===== config.mk =====
export PLATFORM = sky130hd
export DESIGN_NAME = prio_irq_arbiter
export DESIGN_NICKNAME = d
export VERILOG_FILES = /design/src/rtl/prio_pkg.sv /design/src/rtl/prio_pick.sv /design/src/rtl/prio_irq_arbiter.sv
export SDC_FILE = /design/constraint.sdc
export NUM_CORES = 1
export LEC_CHECK = 0
export CORE_ASPECT_RATIO = 0.7
export CORE_UTILIZATION = 55
export CTS_BUF_LIST = sky130_fd_sc_hd__clkbuf_4 sky130_fd_sc_hd__clkbuf_8
export DETAILED_ROUTE_END_ITERATION = 6
export GPL_TIMING_DRIVEN = 0
export PLACE_DENSITY = 0.88
export SLEW_MARGIN = 20
export SYNTH_ARGS = -nofsm -noshare
export SYNTH_HDL_FRONTEND = slang
export SYNTH_SLANG_ARGS = --single-unit

===== constraint.sdc =====
create_clock -name clk -period 9.8 [get_ports clk]
set_clock_uncertainty 0.15 [all_clocks]
set_input_delay 1.96 -clock clk [delete_from_list [all_inputs] [get_ports clk]]
set_output_delay 1.96 -clock clk [all_outputs]
set_load 0.05 [all_outputs]

===== src/rtl/prio_pkg.sv =====
// Shared definitions for the priority interrupt arbiter: FSM encodings and
// the width helper used to size grant indices.
package prio_pkg;

  typedef enum logic {
    ST_IDLE  = 1'b0,
    ST_GRANT = 1'b1
  } prio_st_e;

  function automatic int clog2(input int v);
    int r;
    r = 0;
    while ((1 << r) < v) r++;
    return r;
  endfunction

endpackage


===== src/rtl/prio_pick.sv =====
// Descending, wrapping priority scan: first set bit of vec found walking
// start, start-1, ..., 0, N-1, ... wins.
module prio_pick
  import prio_pkg::*;
#(
  parameter int N   = 8,
  parameter int IDW = clog2(N)
) (
  input  logic [N-1:0]   vec,
  input  logic [IDW-1:0] start,
  output logic [IDW-1:0] idx,
  output logic           found
);

  always_comb begin
    idx   = '0;
    found = 1'b0;
    // start < N always, so the +N keeps the modulo operand non-negative
    for (int k = 0; k < N; k++) begin
      if (!found && vec[(int'(start) + N - k) % N]) begin
        idx   = IDW'((int'(start) + N - k) % N);
        found = 1'b1;
      end
    end
  end

endmodule


===== src/rtl/prio_irq_arbiter.sv =====
// Registered N-input priority arbiter: pending latches, per-input masking,
// fixed or round-robin selection, grant held until acknowledged.
module prio_irq_arbiter
  import prio_pkg::*;
#(
  parameter int N   = 8,
  parameter int IDW = clog2(N)
) (
  input  logic           clk,
  input  logic           rst_n,
  input  logic [N-1:0]   req,
  input  logic [N-1:0]   mask,
  input  logic           mode,
  input  logic           ack,
  output logic [IDW-1:0] grant_id,
  output logic           grant_valid,
  output logic [N-1:0]   pending
);

  prio_st_e       st, st_nxt;
  logic [IDW-1:0] last;
  logic [IDW-1:0] rr_start, pick_start, pick_idx;
  logic           pick_found;
  logic           ack_acc;
  logic [N-1:0]   elig, clr;

  assign elig     = pending & ~mask;
  // Input just served gets lowest priority: scan starts one below it.
  assign rr_start = (last == '0) ? IDW'(N - 1) : last - IDW'(1);

  always_comb begin
    st_nxt     = st;
    ack_acc    = 1'b0;
    clr        = '0;
    pick_start = mode ? rr_start : IDW'(N - 1);
    case (st)
      ST_IDLE:  if (|elig) st_nxt = ST_GRANT;
      ST_GRANT: if (ack) begin
        st_nxt  = ST_IDLE;
        ack_acc = 1'b1;
      end
    endcase
    if (ack_acc) clr[grant_id] = 1'b1;
  end

  prio_pick #(.N(N), .IDW(IDW)) u_pick (
    .vec   (elig),
    .start (pick_start),
    .idx   (pick_idx),
    .found (pick_found)
  );

  always_ff @(posedge clk or negedge rst_n) begin
    if (!rst_n) begin
      st          <= ST_IDLE;
      pending     <= '0;
      grant_id    <= '0;
      grant_valid <= 1'b0;
      last        <= '0;
    end else begin
      // Set wins over the ack clear
      pending <= (pending & ~clr) | req;
      st      <= st_nxt;
      if (st == ST_IDLE && pick_found) begin
        grant_id    <= pick_idx;
        grant_valid <= 1'b1;
      end
      if (ack_acc) begin
        last        <= grant_id;
        grant_valid <= 1'b0;
      end
    end
  end

endmodule


After elaboration in Yosys (flattened, before gate mapping)
Cells that the tools add are included.
{"block": "word_totals", "wordCells": 117, "register_bits": 16, "in_bits": 20}
{"block": "classes", "magnitude_cmp": 10, "n_reduce_logical": 27, "muxes": 52, "n_bitwise": 14, "n_addsub": 9}
{"cell": "$sub 32x4->32 const B", "n": 4}
{"cell": "$sub 32x3->32 const B", "n": 2}
{"cell": "$lt 4x5->1 const B", "n": 8}
{"cell": "$sub 32x2->32 const B", "n": 1}
{"cell": "$mux 1", "n": 31}
{"cell": "$mux 3", "n": 10}
{"cell": "$bmux 1 s3", "n": 8}
{"cell": "$reduce_or 3->1", "n": 8}
{"cell": "$and 8x8->8", "n": 2}
{"cell": "$not 8->8", "n": 2}
{"cell": "$logic_and 1x1->1", "n": 9}
{"cell": "$mux 8", "n": 1}
{"cell": "$or 8x8->8", "n": 1}
{"cell": "$reduce_or 8->1", "n": 1}
{"cell": "$and 1x1->1", "n": 7}
{"cell": "$logic_not 1->1", "n": 7}
{"cell": "$add 3x4->5 const B", "n": 1}
{"cell": "$lt 3x4->1 const B", "n": 1}
{"cell": "$demux 1 s3", "n": 1}
{"cell": "$ge 3x1->1 const B", "n": 1}
{"cell": "$logic_not 3->1", "n": 1}
{"cell": "$sub 3x1->3 const B", "n": 1}
{"cell": "$pmux 1 s2", "n": 1}
{"cell": "$reduce_bool 2->1", "n": 1}
{"cell": "2 further kinds", "n": 2}

Logic depth before layout (Yosys ltp)
Gate-level depths: netlist of run 1.
{"block": "depth", "depth_word": 34, "depth_mapped": 13, "ltp_nobuf": 12}

Cells and area by module
A second synthesis of run 1 with hierarchy kept.
{"block": "hier_totals", "hier_cells": 168, "hier_area_um2": 1706.6}
{"mod": "prio_pick", "area_each_um2": 950.9, "n_inst": 1, "cells_per_inst": 99, "seq_area_each_um2": 0.0}
{"mod": "prio_irq_arbiter", "area_each_um2": 755.7, "n_inst": 1, "cells_per_inst": 69, "seq_area_each_um2": 400.4}

Least setup slack after synthesis of run 1
OpenSTA, ideal clock, no wires.
{"block": "synth_timing", "path_kind": "input -> register", "from": "input port mode", "to": "register grant_id[2]", "cell_stages": 11, "n_path_buf": 2, "arrival_ns": 4.168, "setup_time_ns": 0.124, "t_required_ns": 9.526, "setup_slack_ns": 5.358, "cell_sequence": "buf_6 > nand3b_4 > inv_6 > ha_1 > buf_4 > mux4_2 > nand3_1 > a32oi_4 > a221oi_2 > a311oi_1 > a211o_1"}
{"block": "synth_between", "elab_chain_cells": 28, "elab_cells_between_ends": 64, "cone_classes": "add/sub: 8; mux: 41; reduce/logical: 15"}
{"element": "from (decl)", "line": "prio_irq_arbiter.sv:13", "source": "input logic mode,"}
{"element": "$mux 3 (*)", "line": "prio_irq_arbiter.sv:35", "source": "pick_start = mode ? rr_start : IDW'(N - 1);"}
{"element": "$add 3x4->5 (*)", "line": "prio_pick.sv:20, prio_pick.sv:21"}
{"element": "branches (longest 26 deep; another with $sub 32x2->32)"}
{"element": "to (signal assigned)", "line": "prio_irq_arbiter.sv:65", "source": "grant_id <= pick_idx;"}
{"element": "to (decl)", "line": "prio_irq_arbiter.sv:15", "source": "output logic [IDW-1:0] grant_id,"}
Mark *: on every way between the ends. The select of a mux whose other input is x is not followed.
A chain may end at the register's enable or synchronous reset.

Worst setup path after layout of run 1
Same ends and word-level chain as after synthesis.

==> reports/qor.txt, run 1 <==
================================================================================
Switching power share of the total                                        48.63%
Total overflow reported by the global router                                   0
Count of flip-flops with a built-in enable after synthesis                     0
Core Region                                                             2803 µm²
Share of post-route cells with drive strength above 1                     21.88%
Max Cap Violations                                                             0
Hold path startpoint                                                pending[3]$_DFF_PN0_
Critical Path Max Stage Delay                                             630 ps
Overall Global Routing Usage                                              27.73%
Net count, final                                                             216
Net count of the mapped netlist                                              181
Worst-Margin Slew                                                       751.2 ps
Critical setup path kind                                            primary input to flop
Cell family contributing the most delay on the critical path        compound AO/OA/AOI/OAI gates
Growth of design area from synthesis to finish                            24.67%
Final critical-path required period                                      4466 ps
Power density over the cells                                        300.3 nW/µm²
Starting density of the core                                              57.90%
Worst hold path class                                               flop to flop
CTS clock-pin slew for the worst setup and hold paths                      70 ps
Detailed-route wire length per cell                                     17.30 µm
Number of iterations in the first detailed-routing pass                        7
Number of buffers added by the clock tree synthesis step                       3
Synthesized area per cell                                              10.27 µm²
TritonCTS clock tree                                                        done
Ports                                                                         32
Worst-path fanout max                                                         10
Clock latency on the worst-skew pair                                      250 ps
Root Buffer                                                             clkbuf_8
Unrepaired setup endpoints after global routing                               no
Power, Total                                                            607.5 µW
Drt via density                                                            6.430
Die area                                                                3175 µm²
CP max stage cell                                                         mux4_2
Synth Warn #                                                                   0
Share of async-settable or async-resettable flops after synthesis         100.0%
Worst Path Required                                                      9790 ps
Met2 Resource Use GR                                                      45.25%
Main area contributors after synthesis                              dfrtp_1 25%, mux4_2 5.6%, mux4_1 4.9%
Status                                                                 completed
Internal power component                                                312.1 µW
Kind of capture point of the worst setup path                               flop
Proportion of netlist area held by the largest area contributor           24.67%
Post-CTS Repair Setup Buffers                                                  0
Yosys reg bits                                                                16
Largest net degree at the start of global routing                             17
GR Util met3                                                              6.667%
Worst rel slew slack                                                      49.76%
Accumulated negative setup slack                                            0 ps
Final clock period utilization by the worst path                          45.57%
Horizontal die dimension                                                66.93 µm
R2R Path Start                                                      last[0]$_DFFE_PN0P_
Maximum frequency from static timing analysis                          223.9 MHz
H-tree depth                                                                   1
Most used flip-flop cell after synthesis                                 dfrtp_1
Number of antenna violations at the first check in global routing              0
RD Place Congestion                                                       0.9125
HPWL Detailed                                                           3.114 mm
Port Buffers                                                                  30
Number of design rule violations left after detail routing                     0
Leakage                                                                0.7996 nW
Fraction of power consumed by the clock network                             9.7%
Count of inserted antenna diode cells                                          0
Register share of total power                                              16.4%
Unique cell type count in the Yosys netlist                                   58
Total number of vias                                                        1466
Category of the worst setup path launch point                       primary input
Final setup vio count                                                          0
Ordered cell list for the critical path                             buf_6 -> nand3b_4 -> inv_6 -> ha_1 -> buf_4 -> mux4_2 -> nand3_1 -> a32oi_4 -> a221oi_2 -> a311oi_1 -> a211o_1
Worst IR Drop VDD                                                      0.1401 mV
Highest-utilization routing layer at the global route stage                 met2
Iteration-0 DRC Markers                                                      172
CP Launch Point                                                             mode
Gate power share                                                           73.9%
Die height                                                              47.45 µm
Number of clock sinks seen by CTS                                             16
Cell Rows                                                                     16
Largest area contributor in the netlist                                  dfrtp_1
Portion of the post-synthesis area used by sequential elements            24.67%
Switching component of the power                                        295.5 µW
Post-synthesis cell count                                                    158
Critical path arrival                                                    4450 ps
Cell area after synthesis                                               1623 µm²
CTS max path bufs                                                              2
Post-CTS Resized                                                               0
Final Routed Wirelength                                                 3.944 mm
Global-route met1 utilization                                             38.10%
Final count of pins violating max slew                                         0
Final count of hold timing violations                                          0
Total of hold buffers inserted after clock tree synthesis                      0
Vias in the first global route                                              1314
Final ANT Viol Nets                                                            0
Buffers plus inverters on the worst setup path                                 3
Wire length of the first global-routing pass                            6.396 mm
================================================================================
layer usage:
metal	wire, µm	part of all wire [%]	vias up
met5	0	0	-
li1	-	-	681
met4	19	0.48	0
met1	1731	44	702
met3	335	8.5	4
met2	1858	47	79
cells in the mapped netlist (all sizes together), types with 2 or more instances:
cell type	count
clkbuf	2
o21a	2
nor2b	4
a22o	2
or4	2
nor2	11
o31ai	2
and2	2
nand2	10
nor3	3
o41ai	2
ha	3
a22oi	3
dfrtp	16
nand3	7
mux2i	8
a21o	6
nand2b	6
or3b	2
mux4	7
buf	3
inv	6
o21ai	5
o211ai	2
nand3b	6
mux2	4
or2b	8
a21oi	7
power by group through the flow:
stage | registers [mW] | clock network [mW] | logic [mW]
2_1_floorplan | 0.135 | 0 | 0.314
3_3_place_gp | 0.100 | 0 | 0.434
3_5_place_dp | 0.101 | 0 | 0.442
4_1_cts | 0.100 | 0.0603 | 0.445
5_1_grt | 0.103 | 0.0648 | 0.484
6_report | 0.0997 | 0.0590 | 0.449
registers in the layout, indices dropped and copies added (netlist names):
name         flops
grant_id         3
pending          8
st               1
grant_valid      1
last             3
placed cells by master (no fill, tap or decap), types with 4 or more instances in the layout:
cell type,n
a21o_1,6
a21oi_1,7
clkbuf_8,4
clkdlybuf4s50_1,30
dfrtp_1,16
mux2_2,4
mux2i_1,7
mux4_2,4
nand2_1,9
nand2b_1,6
nand3_1,5
nand3b_1,4
nor2_1,11
nor2b_1,4
o21ai_0,5
or2b_2,5
worst paths after layout:
kind	endpoint	slack, ps	cells after the start
worst max-delay path	grant_id[2]$_DFFE_PN0P_	5330	11
min in group asynchronous	pending[2]$_DFF_PN0_	2000	1
worst min-delay path	pending[3]$_DFF_PN0_	340	1
worst max register to register	grant_id[2]$_DFFE_PN0P_	6230	13
max in group asynchronous	st$_DFF_PN0_	7030	1
worst min register to register	pending[3]$_DFF_PN0_	340	1
through the flow:
stage	setup WS [ps]	std cells	area, µm²	hold slack, ps	util (%)
after floorplan	5358	158	1623	329.4	-
after CTS	5345	228	2023	352.1	72.19
after global placement	5120	224	1968	335.5	70.22
final	5334	228	2023	344.8	72.19
after global routing	5219	228	2023	390.9	72.19
after detailed placement	5093	224	1968	332.3	70.22
cell families (layout without fill, tap and decap cells):
family	count (synthesis)	count (layout)	synth area share, %
xor+xnor	1	1	1.696
mux	19	19	18.89
fa+ha+maj	3	3	2.313
buf+inv	11	45	4.086
compound gates	42	42	21.90
simple gates	66	66	26.45
flops	16	16	24.67
area by class of cell:
class | count | area, µm²
Clock buffer | 4 | 55.05
Timing Repair Buffer | 30 | 300.3
Sequential cell | 16 | 400.4
Inverter | 6 | 32.53
Tap cell | 36 | 45.04
Fill cell | 195 | 779.5
Multi-Input combinational cell | 131 | 1156
Buffer | 5 | 33.78
Power figures use the tool's default switching activity.
==> inputs of run 2 (changes only) <==
--- a/config.mk
+++ b/config.mk
@@ -6,11 +6,11 @@
 export NUM_CORES = 1
 export LEC_CHECK = 0
 export CORE_ASPECT_RATIO = 0.7
-export CORE_UTILIZATION = 55
+export CORE_UTILIZATION = 48
 export CTS_BUF_LIST = sky130_fd_sc_hd__clkbuf_4 sky130_fd_sc_hd__clkbuf_8
 export DETAILED_ROUTE_END_ITERATION = 6
 export GPL_TIMING_DRIVEN = 0
-export PLACE_DENSITY = 0.88
+export PLACE_DENSITY = 0.82
 export SLEW_MARGIN = 20
 export SYNTH_ARGS = -nofsm -noshare
 export SYNTH_HDL_FRONTEND = slang
==> constraint.sdc (replaced) <==
create_clock -name clk -period 3.6 [get_ports clk]
set_clock_uncertainty 0.15 [all_clocks]
set_input_delay 0.72 -clock clk [delete_from_list [all_inputs] [get_ports clk]]
set_output_delay 0.72 -clock clk [all_outputs]
set_load 0.05 [all_outputs]
==> reports/qor.txt, run 2 (synthesis results as in run 1) <==
================================================================================
Unrepaired setup endpoints after global routing                               no   unchanged
Port Buffers                                                                  30   unchanged
Ordered cell list for the critical path                             inv_1 -> ha_1 -> ha_1 -> nand3b_4 -> inv_6 -> ha_1 -> buf_4 -> mux4_2 -> a31oi_4 -> a32oi_4 -> a221oi_2 -> a311oi_1 -> a211o_1   was buf_6 -> nand3b_4 -> inv_6 -> ha_1 -> buf_4 -> mux4_2 -> nand3_1 -> a32oi_4 -> a221oi_2 -> a311oi_1 -> a211o_1
Power density over the cells                                        824.6 nW/µm²   was 300.3 nW/µm²
Growth of design area from synthesis to finish                            28.45%   was 24.67%
Register with the most flip-flops                                        pending   unchanged
Starting density of the core                                              50.86%   was 57.90%
CP max stage cell                                                         mux4_2   unchanged
End of the worst register-to-register path                          grant_id[2]$_DFFE_PN0P_   unchanged
Drt via density                                                            6.225   was 6.430
Leading registers by flop count                                     pending x8, grant_id x3, last x3   unchanged
Hold path startpoint                                                pending[3]$_DFF_PN0_   unchanged
Worst hold path class                                               flop to flop   unchanged
Root Buffer                                                             clkbuf_8   unchanged
Final clock period utilization by the worst path                          96.84%
Status                                                                 completed   unchanged
RD Place Congestion                                                       0.9235   was 0.9125
Worst IR Drop VDD                                                      0.4026 mV   was 0.1401 mV
Post-placement setup slack                                              1.538 ps   was 5093 ps
Iteration-0 DRC Markers                                                      103   was 172
Hold Path Cell Cnt                                                             1   unchanged
CP dominant cell by count                                                   ha_1
Max reg flops                                                                  8   unchanged
Ports                                                                         32   unchanged
Final setup vio count                                                          0   unchanged
Share of post-route cells with drive strength above 1                     24.75%   was 21.88%
Cell Rows                                                                     17   was 16
Worst Slack Setup Final                                                 113.9 ps   was 5334 ps
CP Launch Point                                                     last[0]$_DFFE_PN0P_   was mode
Area of the multi-input gates                                           1161 µm²   was 1156 µm²
Final count of hold timing violations                                          0   unchanged
Leading cell type in the layout, fill and taps excluded             clkdlybuf4s50_1   unchanged
Clock latency on the worst-skew pair                                      250 ps   about the same
Logic depth of the worst register-to-register path                            13   unchanged
Core Region                                                             3191 µm²   was 2803 µm²
Worst-path fanout max                                                          9   was 10
Largest net degree at the start of global routing                             17   unchanged
Most frequent cells in the layout                                   30 x clkdlybuf4s50_1, 16 x dfrtp_1, 11 x nor2_1, 9 x nand2_1, 8 x buf_4   was 30 x clkdlybuf4s50_1, 16 x dfrtp_1, 11 x nor2_1, 9 x nand2_1
Total of hold buffers inserted after clock tree synthesis                      0   unchanged
Final Routed Wirelength                                                 4.293 mm   was 3.944 mm
Number of antenna violations at the first check in global routing              0   unchanged
Category of the worst setup path launch point                               flop   was primary input
Finished Layout Cells                                                        236   was 228
CTS clock-pin slew for the worst setup and hold paths                      60 ps   was 70 ps
Critical path arrival                                                    3470 ps   was 4450 ps
Vias in the first global route                                              1385   was 1314
Overall Global Routing Usage                                              25.22%   was 27.73%
Number of iterations in the first detailed-routing pass                        4   was 7
Total number of vias                                                        1469   was 1466
Net count, final                                                             223   was 216
Max Cap Violations                                                             0   unchanged
Register-to-Register Setup Slack                                          110 ps   was 6230 ps
H-tree depth                                                                   1   unchanged
Worst Path Required                                                      3580 ps   was 9790 ps
Die area                                                                3621 µm²   was 3175 µm²
TritonCTS clock tree                                                        done   unchanged
Count of inserted antenna diode cells                                          0   unchanged
Critical Path Max Stage Delay                                             530 ps   was 630 ps
Leakage                                                                0.8335 nW   was 0.7996 nW
HPWL Detailed                                                           3.364 mm   was 3.114 mm
Number of buffers added by the clock tree synthesis step                       3   unchanged
Detailed-route wire length per cell                                     18.19 µm   was 17.30 µm
Horizontal die dimension                                                71.50 µm   was 66.93 µm
Final std cell area, no fill                                            2085 µm²   was 2023 µm²
Number of design rule violations left after detail routing                     0   unchanged
Post-layout utilization of the core                                       65.33%   was 72.19%
Kind of capture point of the worst setup path                               flop   unchanged
Die height                                                              50.65 µm   was 47.45 µm
Wire length of the first global-routing pass                            6.913 mm   was 6.396 mm
R2R Path Start                                                      last[0]$_DFFE_PN0P_   unchanged
Total overflow reported by the global router                                   0   unchanged
Worst-Margin Slew                                                       777.4 ps   was 751.2 ps
Critical setup path kind                                            flop to flop   was primary input to flop
Final critical-path required period                                      3486 ps
CTS max path bufs                                                              2   unchanged
Number of clock sinks seen by CTS                                             16   unchanged
Placed insts                                                                 226   was 224
Accumulated negative setup slack                                            0 ps   unchanged
Filler instances                                                             252   was 195
Maximum frequency from static timing analysis                          286.9 MHz
Final ANT Viol Nets                                                            0   unchanged
Final count of pins violating max slew                                         0   unchanged
Worst rel slew slack                                                      48.01%   was 49.76%
Post-place instance area                                                1971 µm²   was 1968 µm²
Terminating pin of the worst hold path                              pending[3]$_DFF_PN0_   unchanged
Sequential cell area                                                   400.4 µm²   unchanged
================================================================================
## run 2: cell count changes in the layout (fill, tap and decap cells not counted), sizes merged
cell / change
clkbuf: -1
buf: +7
## run 2: repair_timing
action,in CTS,in global routing
setup buffers,1,6
endpoints found under the hold margin,0,0
endpoints found under the setup margin,1,3
gates resized for setup,0,2
pin swaps,0,1
## run 2: worst max path at each step
stage	to	slack (ps)
after floorplan	grant_id[2]$_DFFE_PN0P_	390
after global placement	grant_id[2]$_DFFE_PN0P_	60
after detailed placement	grant_id[2]$_DFFE_PN0P_	2
after CTS	grant_id[2]$_DFFE_PN0P_	20
after global routing	grant_id[2]$_DFFE_PN0P_	10
final	grant_id[2]$_DFFE_PN0P_	110
## run 2: where the power goes
part	switching, mW	leakage (nW)	internal [mW]	total, mW
Sequential	0.0434	0.165	0.226	0.270
Clock	0.0598	0.0216	0.0741	0.134
Combinational	0.738	0.647	0.577	1.32
Total	0.841	0.834	0.878	1.72
## run 2: cell type report
type,instances,share of cell area [%]
inverters,6,1.681
clock buffers,3,1.981
plain buffers,5,1.621
well taps,38,2.281
multi-input cells,131,55.70
repair buffers,37,17.53
flip-flops and latches,16,19.21
## run 2: per-layer routing
| metal | wire length (µm) | vias up | track usage (%) |
|---|---|---|---|
| li1 | - | 691 | - |
| met1 | 2036 | 721 | 36.35 |
| met2 | 1980 | 57 | 40.79 |
| met3 | 275 | 0 | 5.221 |
| met4 | 0 | 0 | 1.961 |
| met5 | 0 | - | 0 |
## run 2: worst max-delay path: cells and delay by family, from the launching register on
family / cells / cell delay [ps]
AND/OR/NAND/NOR: 1 / 210
buffers and inverters: 3 / 360
adder cells (fa/ha/maj): 3 / 640
flip-flops: 1 / 380
AO/OA/AOI/OAI: 5 / 1100
multiplexers: 1 / 530
## run 2: stage by stage
stage | total power [mW] | hold WS (ps)
CTS | 1.672 | 359.3
global route | 1.829 | 372.1
floorplan | 1.221 | 274.4
finish | 1.719 | 359.5
global placement | 1.481 | 340.9
detailed placement | 1.504 | 341.7
==> inputs of run 3 (changes only) <==
--- a/config.mk
+++ b/config.mk
@@ -11,6 +11,7 @@
 export DETAILED_ROUTE_END_ITERATION = 6
 export GPL_TIMING_DRIVEN = 0
 export PLACE_DENSITY = 0.82
+export SKIP_CTS_REPAIR_TIMING = 1
 export SLEW_MARGIN = 20
 export SYNTH_ARGS = -nofsm -noshare
 export SYNTH_HDL_FRONTEND = slang
==> reports/qor.txt, run 3 (synthesis results as in run 1) <==
================================================================================
Starting density of the core                                              50.86%   unchanged
Number of buffers added by the clock tree synthesis step                       3   unchanged
Kind of capture point of the worst setup path                               flop   unchanged
Switching component of the power                                        830.2 µW   was 841.2 µW
Number of antenna violations at the first check in global routing              0   unchanged
End of the worst register-to-register path                          grant_id[2]$_DFFE_PN0P_   unchanged
Leakage                                                                0.8178 nW   was 0.8335 nW
CTS max path bufs                                                              2   unchanged
Final ANT Viol Nets                                                            0   unchanged
Vias in the first global route                                              1385   unchanged
Unrepaired setup endpoints after global routing                               no   unchanged
CP Launch Point                                                     last[0]$_DFFE_PN0P_   unchanged
Post-placement setup slack                                              1.538 ps   unchanged
Worst-path fanout max                                                         10   was 9
Critical setup path kind                                            flop to flop   unchanged
Root Buffer                                                             clkbuf_8   unchanged
Die height                                                              50.65 µm   unchanged
Net count, final                                                             221   was 223
Post-place instance area                                                1971 µm²   unchanged
Horizontal die dimension                                                71.50 µm   unchanged
Final critical-path required period                                      3480 ps   was 3486 ps
Overall Global Routing Usage                                              25.04%   was 25.22%
Worst-Margin Slew                                                       785.7 ps   was 777.4 ps
Worst Slack Setup Final                                                 120.1 ps   was 113.9 ps
H-tree depth                                                                   1   unchanged
Drt via density                                                            6.312   was 6.225
Number of clock sinks seen by CTS                                             16   unchanged
Share of post-route cells with drive strength above 1                     23.47%   was 24.75%
Core Region                                                             3191 µm²   unchanged
Leading cell type in the layout, fill and taps excluded             clkdlybuf4s50_1   unchanged
Maximum frequency from static timing analysis                          287.4 MHz   was 286.9 MHz
Most frequent cells in the layout                                   30 x clkdlybuf4s50_1, 16 x dfrtp_1, 11 x nor2_1, 9 x nand2_1   was 30 x clkdlybuf4s50_1, 16 x dfrtp_1, 11 x nor2_1, 9 x nand2_1, 8 x buf_4
Leading registers by flop count                                     pending x8, grant_id x3, last x3   unchanged
Count of inserted antenna diode cells                                          0   unchanged
Total number of vias                                                        1477   was 1469
Max reg flops                                                                  8   unchanged
Number of iterations in the first detailed-routing pass                        4   unchanged
Critical path destination                                           grant_id[2]$_DFFE_PN0P_   unchanged
TritonCTS clock tree                                                        done   unchanged
Register share of total power                                              16.0%   was 15.7%
Logic depth of the worst register-to-register path                            13   unchanged
Total overflow reported by the global router                                   0   unchanged
Critical path arrival                                                    3460 ps   was 3470 ps
Growth of design area from synthesis to finish                            26.45%   was 28.45%
Filler instances                                                             253   was 252
Smallest hold slack                                                     355.6 ps   was 359.5 ps
Port Buffers                                                                  30   unchanged
Largest net degree at the start of global routing                             17   unchanged
Ports                                                                         32   unchanged
Die area                                                                3621 µm²   unchanged
Final count of pins violating max slew                                         0   unchanged
Iteration-0 DRC Markers                                                      129   was 103
Placed insts                                                                 226   unchanged
Finished Layout Cells                                                        234   was 236
Detailed-route wire length per cell                                     18.21 µm   was 18.19 µm
Worst IR Drop VDD                                                      0.4017 mV   was 0.4026 mV
Power density over the cells                                        820.5 nW/µm²   was 824.6 nW/µm²
Register-to-Register Setup Slack                                          120 ps   was 110 ps
RD Place Congestion                                                       0.9235   unchanged
Final count of hold timing violations                                          0   unchanged
Wire length of the first global-routing pass                            6.865 mm   was 6.913 mm
Register with the most flip-flops                                        pending   unchanged
Fraction of power consumed by the clock network                             8.0%   was 7.8%
Worst rel slew slack                                                      47.46%   was 48.01%
Power, Total                                                            1.684 mW   was 1.719 mW
Worst hold path class                                               flop to flop   unchanged
Category of the worst setup path launch point                               flop   unchanged
Cell Rows                                                                     17   unchanged
Final std cell area, no fill                                            2052 µm²   was 2085 µm²
R2R Path Start                                                      last[0]$_DFFE_PN0P_   unchanged
Gate power share                                                           76.0%   was 76.5%
Worst Path Required                                                      3580 ps   about the same
Final Routed Wirelength                                                 4.262 mm   was 4.293 mm
Final setup vio count                                                          0   unchanged
Max Cap Violations                                                             0   unchanged
Status                                                                 completed   unchanged
Final clock period utilization by the worst path                          96.66%   was 96.84%
CTS clock-pin slew for the worst setup and hold paths                      60 ps   about the same
Internal power component                                                853.4 µW   was 877.7 µW
Clock latency on the worst-skew pair                                      250 ps   about the same
Number of design rule violations left after detail routing                     0   unchanged
HPWL Detailed                                                           3.364 mm   unchanged
Switching power share of the total                                        49.31%   was 48.94%
================================================================================
run 3: cell count changes in the layout (fill, tap and decap cells not counted), sizes merged:
cell	change
buf	-2
run 3: power groups by stage:
stage | logic (mW) | clock network (mW) | registers, mW
6_report | 1.28 | 0.135 | 0.269
5_1_grt | 1.37 | 0.148 | 0.275
4_1_cts | 1.23 | 0.137 | 0.272
3_5_place_dp | 1.23 | 0 | 0.274
3_3_place_gp | 1.21 | 0 | 0.270
2_1_floorplan | 0.855 | 0 | 0.366
run 3: area by class of cell:
type                            count  area [µm²]  share of cell area [%]
Buffer                              5       33.78                   1.646
Clock buffer                        3       41.29                   2.012
Inverter                            6       35.03                   1.707
Multi-Input combinational cell    131        1156                   56.34
Sequential cell                    16       400.4                   19.51
Tap cell                           38       47.55                   2.317
Timing Repair Buffer               35       337.8                   16.46
run 3: through the flow:
step,setup TNS (ps),utilization (%)
6_report,0,64.31
3_5_place_dp,0,61.76
3_3_place_gp,0,61.76
5_1_grt,0,64.31
2_1_floorplan,0,-
4_1_cts,-24.17,63.06
run 3: layer usage:
| layer | vias up | wire, µm | track usage (%) |
|---|---|---|---|
| li1 | 691 | - | - |
| met1 | 731 | 1989 | 35.85 |
| met2 | 55 | 1999 | 40.79 |
| met3 | 0 | 273 | 5.221 |
| met4 | 0 | 0 | 1.961 |
| met5 | - | 0 | 0 |
run 3: worst max-delay path, cell delays in order (launching register included):
cell and delay (ps):
dfrtp_1 380, inv_1 60, ha_1 200, ha_1 200, nand3b_4 230, inv_8 130, ha_1 240, buf_4 180
mux4_2 500, nand3_1 160, a32oi_4 180, a221oi_2 360, a311oi_1 100, a211o_1 300
run 3: how the worst min path moves through the flow:
stage / startpoint / to / slack, ps / depth (start not counted)
floorplan: rst_n / grant_id[0]$_DFFE_PN0P_ / 270 / 0
global placement: pending[2]$_DFF_PN0_ / pending[2]$_DFF_PN0_ / 340 / 1
detailed placement: pending[2]$_DFF_PN0_ / pending[2]$_DFF_PN0_ / 340 / 1
CTS: pending[2]$_DFF_PN0_ / pending[2]$_DFF_PN0_ / 360 / 1
global route: pending[3]$_DFF_PN0_ / pending[3]$_DFF_PN0_ / 370 / 1
finish: pending[3]$_DFF_PN0_ / pending[3]$_DFF_PN0_ / 360 / 1
